==> config.mk <==
export PLATFORM = sky130hd
export DESIGN_NAME = csr_trap_unit
export DESIGN_NICKNAME = d
export VERILOG_FILES = /design/src/rtl/csr_trap_unit.sv
export SDC_FILE = /design/constraint.sdc
export NUM_CORES = 1
export LEC_CHECK = 0
export BUFFER_PORTS_ARGS = -buffer_cell sky130_fd_sc_hd__buf_2
export CAP_MARGIN = 20
export CORE_UTILIZATION = 50
export CTS_CLUSTER_SIZE = 12
export DETAILED_ROUTE_END_ITERATION = 8
export PLACE_DENSITY = 0.68
export SYNTH_ARGS = -nofsm -noshare
export SYNTH_HDL_FRONTEND = slang
export SYNTH_SLANG_ARGS = --single-unit
export TNS_END_PERCENT = 1
==> constraint.sdc <==
create_clock -name clk -period 12.6 [get_ports clk]
set_input_delay 1.89 -clock clk [delete_from_list [all_inputs] [get_ports clk]]
set_output_delay 1.89 -clock clk [all_outputs]
set_load 0.1 [all_outputs]
==> src/rtl/csr_trap_unit.sv <==
`default_nettype none
// ============================================================================
// Module   : csr_trap_unit
// Purpose  : Machine-mode CSR file and trap controller for an RV32I Zicsr
//            pipeline. Sits beside writeback and drives its trap inputs.
// Revision : 1.0  initial release
// ============================================================================
module csr_trap_unit #(
    parameter logic [31:0] MTVEC_RESET = 32'h0000_0000
) (
    input  logic        clk,
    input  logic        rst,
    input  logic        clk_en,
    input  logic [31:0] memory_pc,
    input  logic [2:0]  memory_funct3,
    input  logic [11:0] csr_index,
    input  logic [4:0]  csr_rs1,
    input  logic [31:0] csr_rs1_data,
    input  logic        is_csr,
    input  logic        is_mret,
    input  logic        exc_instr_misaligned,
    input  logic        exc_illegal,
    input  logic        exc_ebreak,
    input  logic        exc_ecall,
    input  logic        exc_load_misaligned,
    input  logic        exc_store_misaligned,
    input  logic [31:0] exc_tval,
    input  logic        irq_external,
    input  logic        irq_timer,
    input  logic        irq_software,
    output logic [31:0] csr_data,
    output logic        go_to_trap,
    output logic        return_from_trap,
    output logic [31:0] trap_addr,
    output logic [31:0] return_addr
);

    localparam logic [11:0] c_MSTATUS   = 12'h300;
    localparam logic [11:0] c_MIE       = 12'h304;
    localparam logic [11:0] c_MTVEC     = 12'h305;
    localparam logic [11:0] c_MSCRATCH  = 12'h340;
    localparam logic [11:0] c_MEPC      = 12'h341;
    localparam logic [11:0] c_MCAUSE    = 12'h342;
    localparam logic [11:0] c_MTVAL     = 12'h343;
    localparam logic [11:0] c_MIP       = 12'h344;
    localparam logic [11:0] c_MCYCLE    = 12'hB00;
    localparam logic [11:0] c_MINSTRET  = 12'hB02;
    localparam logic [11:0] c_MCYCLEH   = 12'hB80;
    localparam logic [11:0] c_MINSTRETH = 12'hB82;
    localparam logic [11:0] c_MHARTID   = 12'hF14;
    localparam logic [31:0] c_MIE_MASK  = 32'h0000_0888;

    logic        r_mstatus_mie;
    logic        r_mstatus_mpie;
    logic [31:0] r_mie;
    logic [31:0] r_mtvec;
    logic [31:0] r_mscratch;
    logic [31:0] r_mepc;
    logic [31:0] r_mcause;
    logic [31:0] r_mtval;
    logic [63:0] r_mcycle;
    logic [63:0] r_minstret;

    logic [31:0] w_mstatus;
    logic [31:0] w_mip;
    logic [31:0] w_rdata;
    logic [31:0] w_irq_pend;
    logic        w_exc_any;
    logic        w_trap_req;
    logic [31:0] w_cause;
    logic        w_cause_has_tval;
    logic [31:0] w_operand;
    logic [31:0] w_wdata;
    logic        w_csr_we;
    logic        w_retire;

    assign w_mstatus = {19'b0, 2'b11, 3'b0, r_mstatus_mpie, 3'b0, r_mstatus_mie, 3'b0};
    assign w_mip     = {20'b0, irq_external, 3'b0, irq_timer, 3'b0, irq_software, 3'b0};

    // Old value of the addressed CSR; unimplemented indices read zero
    always_comb begin
        w_rdata = 32'h0;
        case (csr_index)
            c_MSTATUS:   w_rdata = w_mstatus;
            c_MIE:       w_rdata = r_mie;
            c_MTVEC:     w_rdata = r_mtvec;
            c_MSCRATCH:  w_rdata = r_mscratch;
            c_MEPC:      w_rdata = r_mepc;
            c_MCAUSE:    w_rdata = r_mcause;
            c_MTVAL:     w_rdata = r_mtval;
            c_MIP:       w_rdata = w_mip;
            c_MCYCLE:    w_rdata = r_mcycle[31:0];
            c_MCYCLEH:   w_rdata = r_mcycle[63:32];
            c_MINSTRET:  w_rdata = r_minstret[31:0];
            c_MINSTRETH: w_rdata = r_minstret[63:32];
            c_MHARTID:   w_rdata = 32'h0;
            default:     w_rdata = 32'h0;
        endcase
    end

    assign w_irq_pend = w_mip & r_mie & {32{r_mstatus_mie}};
    assign w_exc_any  = exc_instr_misaligned | exc_illegal | exc_ebreak |
                        exc_ecall | exc_load_misaligned | exc_store_misaligned;
    assign w_trap_req = clk_en & ((|w_irq_pend) | w_exc_any);

    // Cause selection: any enabled interrupt beats every exception
    always_comb begin
        w_cause          = 32'h0;
        w_cause_has_tval = 1'b0;
        if (w_irq_pend[11])            w_cause = 32'h8000_000B;
        else if (w_irq_pend[3])        w_cause = 32'h8000_0003;
        else if (w_irq_pend[7])        w_cause = 32'h8000_0007;
        else if (exc_instr_misaligned) begin w_cause = 32'd0;  w_cause_has_tval = 1'b1; end
        else if (exc_illegal)          begin w_cause = 32'd2;  w_cause_has_tval = 1'b1; end
        else if (exc_ebreak)           w_cause = 32'd3;
        else if (exc_ecall)            w_cause = 32'd11;
        else if (exc_load_misaligned)  begin w_cause = 32'd4;  w_cause_has_tval = 1'b1; end
        else if (exc_store_misaligned) begin w_cause = 32'd6;  w_cause_has_tval = 1'b1; end
    end

    assign go_to_trap       = ~rst & w_trap_req;
    assign return_from_trap = ~rst & clk_en & is_mret & ~w_trap_req;
    assign trap_addr        = {r_mtvec[31:2], 2'b00};
    assign return_addr      = r_mepc;
    assign csr_data         = w_rdata;

    // Set/clear forms with a zero source field leave the CSR untouched
    assign w_operand = memory_funct3[2] ? {27'b0, csr_rs1} : csr_rs1_data;
    assign w_csr_we  = clk_en & is_csr & ~w_trap_req & (memory_funct3[1:0] != 2'b00) &
                       ((memory_funct3[1:0] == 2'b01) | (csr_rs1 != 5'd0));
    assign w_retire  = clk_en & ~w_trap_req;

    // Read-modify-write value for the addressed CSR
    always_comb begin
        w_wdata = w_operand;
        case (memory_funct3[1:0])
            2'b10:   w_wdata = w_rdata | w_operand;
            2'b11:   w_wdata = w_rdata & ~w_operand;
            default: w_wdata = w_operand;
        endcase
    end

    // CSR state: trap entry wins over mret, mret wins over a CSR write
    always_ff @(posedge clk or posedge rst) begin
        if (rst) begin
            r_mstatus_mie  <= 1'b0;
            r_mstatus_mpie <= 1'b0;
            r_mie          <= 32'h0;
            r_mtvec        <= MTVEC_RESET & ~32'h3;
            r_mscratch     <= 32'h0;
            r_mepc         <= 32'h0;
            r_mcause       <= 32'h0;
            r_mtval        <= 32'h0;
        end else if (w_trap_req) begin
            r_mepc         <= memory_pc & ~32'h3;
            r_mcause       <= w_cause;
            r_mtval        <= w_cause_has_tval ? exc_tval : 32'h0;
            r_mstatus_mpie <= r_mstatus_mie;
            r_mstatus_mie  <= 1'b0;
        end else if (clk_en & is_mret) begin
            r_mstatus_mie  <= r_mstatus_mpie;
            r_mstatus_mpie <= 1'b1;
        end else if (w_csr_we) begin
            case (csr_index)
                c_MSTATUS: begin
                    r_mstatus_mie  <= w_wdata[3];
                    r_mstatus_mpie <= w_wdata[7];
                end
                c_MIE:      r_mie      <= w_wdata & c_MIE_MASK;
                c_MTVEC:    r_mtvec    <= w_wdata & ~32'h3;
                c_MSCRATCH: r_mscratch <= w_wdata;
                c_MEPC:     r_mepc     <= w_wdata & ~32'h3;
                c_MCAUSE:   r_mcause   <= w_wdata;
                c_MTVAL:    r_mtval    <= w_wdata;
                default:    ;
            endcase
        end
    end

    // 64-bit counters; a CSR write to one half replaces that cycle's increment
    always_ff @(posedge clk or posedge rst) begin
        if (rst) begin
            r_mcycle   <= 64'h0;
            r_minstret <= 64'h0;
        end else begin
            if (w_csr_we && csr_index == c_MCYCLE)
                r_mcycle <= {r_mcycle[63:32], w_wdata};
            else if (w_csr_we && csr_index == c_MCYCLEH)
                r_mcycle <= {w_wdata, r_mcycle[31:0]};
            else
                r_mcycle <= r_mcycle + 64'd1;

            if (w_csr_we && csr_index == c_MINSTRET)
                r_minstret <= {r_minstret[63:32], w_wdata};
            else if (w_csr_we && csr_index == c_MINSTRETH)
                r_minstret <= {w_wdata, r_minstret[31:0]};
            else if (w_retire)
                r_minstret <= r_minstret + 64'd1;
        end
    end

endmodule
`default_nettype wire

# Word level (Yosys, flattened, before mapping)
# Index checks and enable logic that the tools add are counted.
# totals
wordCells	130
output_inout_bits	98
ff_bits	291
inputBits	130
# op_classes
n_mux	47
n_eq_ne	18
addsub	2
n_reduce_logical	24
bitwise	27
# ops
operator	n
$mux 32	19
$pmux 32 s12	1
$mux 64	3
$add 64x1->64 const B	2
$eq 12x10->1 const B	8
$pmux 32 s2	1
$eq 12x12->1 const B	4
$and 12x32->32	1
$and 32x32->32	1
$not 32->32	1
$or 32x32->32	1
$reduce_or 32->1	1
$mux 1	17
$mux 4	4
$reduce_bool 2->1	7
$and 12x12->12	1
$reduce_and 4->1	3
$and 1x1->1	11
$reduce_and 3->1	3
$or 1x1->1	7
$mux 3	2
$ne 2x2->1 const B	3
$reduce_and 2->1	3
$reduce_bool 3->1	2
5 further kinds	12

# Logic depth before layout (Yosys ltp)
# depth
ltp_word	14
mapped_depth	11
mapped_depth_nobuf	7

# Worst setup path after synthesis
# OpenSTA, ideal clock, no wires.
# synth_path
path_kind	input-to-output
startpoint	input csr_index[0]
endpoint	output csr_data[12]
t_arrival_ns	6.401
cell_stages	6
setup_slack_ns	4.309
n_path_buf	2
required_time_ns	10.710
path_cell_list	buf_2 -> or4_1 -> buf_2 -> a21oi_1 -> a31oi_1 -> o311ai_0
# synth_between
elab_chain_len	2
word_cells_on_any_way	13
cone_classes	12 x eq/ne; 1 x mux
# synth_lines
element	line_no	rtl
start: declaration	16	input logic [11:0] csr_index,
$eq 12x12->1 or $eq 12x10->1 (tied branches)	83	case (csr_index)
$pmux 32 s12 (*)	83	
end: declaration	31	output logic [31:0] csr_data,
# Every way passes the cells marked *; elsewhere a longest branch is shown, timed or not.

# Worst setup path after layout
# layout_path
startpoint	input csr_index[7]
endpoint	output csr_data[4]
# The elaborated chain is that of the path after synthesis.

==> flow_summary.json <==
{
  "outcome": "complete, no violations",
  "grt_overflow": 0,
  "die_height_um": 192,
  "seq_power_share": 0.421,
  "floorplan.die_area_mm2": 0.0370,
  "power_density_mw_per_mm2": 113,
  "max-clock-path-buffers": 3,
  "netlist_top_cells_count": "sky130_fd_sc_hd__dfrtp_1, sky130_fd_sc_hd__o21ai_0, sky130_fd_sc_hd__nand2_1",
  "yosys.area.top_type": "sky130_fd_sc_hd__dfrtp_1",
  "synth.avg_cell_area_um2": 8.77,
  "final.min_clock_period_ns": 7.68,
  "fp.coreArea_mm2": 0.0356,
  "worstSetupStartpointType": "input port",
  "insertion_delay_ns": 0.57,
  "drt_pre_antenna_iters": 7,
  "ys_seq_area_frac": 0.400,
  "end_kind": "output pin",
  "postSynthCellCount": 2064,
  "final_net_count": 2330,
  "grt_pass1_wl_um": 116000,
  "routed_wirelength_um": 78900,
  "grt_pass1_vias": 17600,
  "crit_required_ns": 10.71,
  "worstSetupPathType": "input port to output pin",
  "relSlewSlack": 0.202,
  "synthesis_to_finish_area_growth_pct": 14.2,
  "syn_area_mm2": 0.0181,
  "synth_largest_type_area_fraction": 0.400,
  "ctsHoldBuffers": 0,
  "edff_count_synth": 0,
  "clockRootBuffer": "sky130_fd_sc_hd__clkbuf_16",
  "fp.dieW_um": 192,
  "antenna_violating_nets_post_route": 0,
  "detail_route.drc_violations": 0,
  "setup_tns_final_ns": 0,
  "power.share.combinational": 0.127,
  "floorplan.rows": 69,
  "clock_power_share": 0.452,
  "initial_core_util": 0.509,
  "cp_data_arrival_time_ns": 5.79,
  "setup_violations_final": 0,
  "yosysWarnings": 0,
  "power.switching_fraction": 0.298,
  "route.detailed.wl_per_inst_um": 29.3,
  "total_switching_power_mw": 0.695,
  "slew_viol_final": 0,
  "synth-main-ff-cell": "sky130_fd_sc_hd__dfrtp_1",
  "cts_resized": 0,
  "drt-initial-drc-count": 2991,
  "synthMostInstantiatedCell": "sky130_fd_sc_hd__dfrtp_1",
  "antenna_found_initial": 3,
  "p_leak_nw": 8.85,
  "synthArstFlopShare": 1.00,
  "final_hold_viol_count": 0,
  "post_cts_setup_bufs": 0,
  "flip_flop_and_latch_count_after_synthesis": 289,
  "grt_start_max_net_pins": 148,
  "grt_setup_unrepaired": "no",
  "path_max_fanout": 40,
  "worst_pin_slew_ns": 1.19,
  "gpl.final_weighted_congestion": 1.02,
  "peakVddDrop_v": 0.000126,
  "ioPinCount": 228,
  "synth.top_cells.by_area": "sky130_fd_sc_hd__dfrtp_1, sky130_fd_sc_hd__o21ai_0, sky130_fd_sc_hd__mux2i_1, sky130_fd_sc_hd__a21oi_1, sky130_fd_sc_hd__nand2_1",
  "highest_clock_rate_mhz": 130,
  "route.detailed.vias_per_inst": 7.11,
  "tritoncts": "yes",
  "class_of_the_tightest_hold_or_removal_check": "flip-flop to flip-flop",
  "timing.clock.skew_ns": 0.0300,
  "power.internal_mw": 1.64,
  "clkSinkCount": 289,
  "drive_gt1_frac": 0.185,
  "timing.max_cap.violations": 0,
  "place.detailed.hpwl_um": 54700,
  "share_of_the_cycle_needed_by_the_critical_path_after_routing": 0.609,
  "global_route.usage.total": 0.427,
  "final.hold.worst_slack_ns": 0.504,
  "clk_pin_slew_worst_paths_ns": 0.05,
  "postLayoutCoreUtil": 0.581,
  "h-tree-depth": 2,
  "number_of_buffers_created_by_cts": 36,
  "vias": 19100,
  "port-buffer-count": 221,
  "netlist-cell-type-count": 92
}
-- power by group through the flow --
stage / Clock [mW] / Combinational (mW) / Sequential [mW]
finish: 1.05 / 0.296 / 0.981
global route: 1.09 / 0.308 / 0.981
CTS: 1.06 / 0.289 / 0.979
detailed placement: 0 / 0.288 / 0.995
global placement: 0 / 0.286 / 0.994
floorplan: 0 / 0.122 / 1.06
-- placed cells by master, fill, tap and decap left out, types with 22 or more instances in the layout --
cell type and count:
sky130_fd_sc_hd__dfrtp_1 289, sky130_fd_sc_hd__buf_2 221, sky130_fd_sc_hd__o21ai_0 179, sky130_fd_sc_hd__nand2_1 166, sky130_fd_sc_hd__nor2_1 145, sky130_fd_sc_hd__a21oi_1 140
sky130_fd_sc_hd__nand3_1 95, sky130_fd_sc_hd__mux2i_1 83, sky130_fd_sc_hd__nor3_1 74, sky130_fd_sc_hd__nand4_1 64, sky130_fd_sc_hd__a22oi_1 49, sky130_fd_sc_hd__inv_1 44
sky130_fd_sc_hd__o22ai_1 40, sky130_fd_sc_hd__and3_1 39, sky130_fd_sc_hd__nor4_1 37, sky130_fd_sc_hd__clkbuf_16 36, sky130_fd_sc_hd__buf_4 36, sky130_fd_sc_hd__xnor2_1 35
sky130_fd_sc_hd__xor2_1 28, sky130_fd_sc_hd__mux2_2 25, sky130_fd_sc_hd__and4_1 23, sky130_fd_sc_hd__o211ai_1 22
-- flip-flops by register name, summed over array words and instances, names as in the netlist --
| register | flops |
|---|---|
| r_mcycle | 64 |
| r_minstret | 64 |
| r_mcause | 32 |
| r_mscratch | 32 |
| r_mtval | 32 |
| r_mtvec | 30 |
| return_addr | 30 |
| r_mie | 3 |
| r_mstatus_mie | 1 |
| r_mstatus_mpie | 1 |
-- kinds of logic after synthesis --
group	synth area share
AO/OA/AOI/OAI	0.229
XOR/XNOR	0.0305
flip-flops	0.400
adder cells (fa/ha/maj)	0.00138
multiplexers	0.0652
buffers and inverters	0.0511
other	0.000207
AND/OR/NAND/NOR	0.223
-- stage by stage --
step / cells / cell area (µm²) / power (mW) / setup WS (ns)
finish: 2690 / 20700 / 2.33 / 4.92
global route: 2684 / 20700 / 2.38 / 4.87
CTS: 2682 / 20600 / 2.32 / 5.14
detailed placement: 2619 / 19500 / 1.28 / 5.12
global placement: 2619 / 19500 / 1.28 / 5.18
floorplan: 2067 / 18100 / 1.18 / 2.73
-- routing by layer --
metal	global-route usage	share of wire
met1	0.590	0.39
met2	0.612	0.42
met3	0.106	0.13
met4	0.234	0.062
met5	0	0
-- critical path, cell delays in order --
cell                      delay (ns)
sky130_fd_sc_hd__buf_2          0.43
sky130_fd_sc_hd__buf_4          0.47
sky130_fd_sc_hd__nor4_4         0.71
sky130_fd_sc_hd__nand3_1        0.86
sky130_fd_sc_hd__o22ai_1        0.65
sky130_fd_sc_hd__nor4_1         0.19
sky130_fd_sc_hd__inv_1          0.09
sky130_fd_sc_hd__buf_2          0.42
-- worst paths after layout --
check	from	endpoint	slack [ns]	depth (start not counted)
max	csr_index[7]	csr_data[4]	4.92	8
min	r_mtval[16]	r_mtval[16]	0.50	2
max reg2reg	r_mstatus_mie	r_mscratch[30]	8.40	7
min reg2reg	r_mtval[16]	r_mtval[16]	0.50	2
max in group asynchronous	rst	r_mscratch[19]	10.07	3
min in group asynchronous	rst	r_mcycle[5]	1.34	2
-- cell type report --
cell class              count  area [µm²]
fillers                  3222       14900
multi-input cells        1566       10100
flip-flops and latches    289        7230
repair buffers            260        1440
clock buffers              54        1050
well taps                 461         577
inverters                  45         176
clock inverters             9         113
diodes                      6        15.0
(Power assumes the default switching activity.)
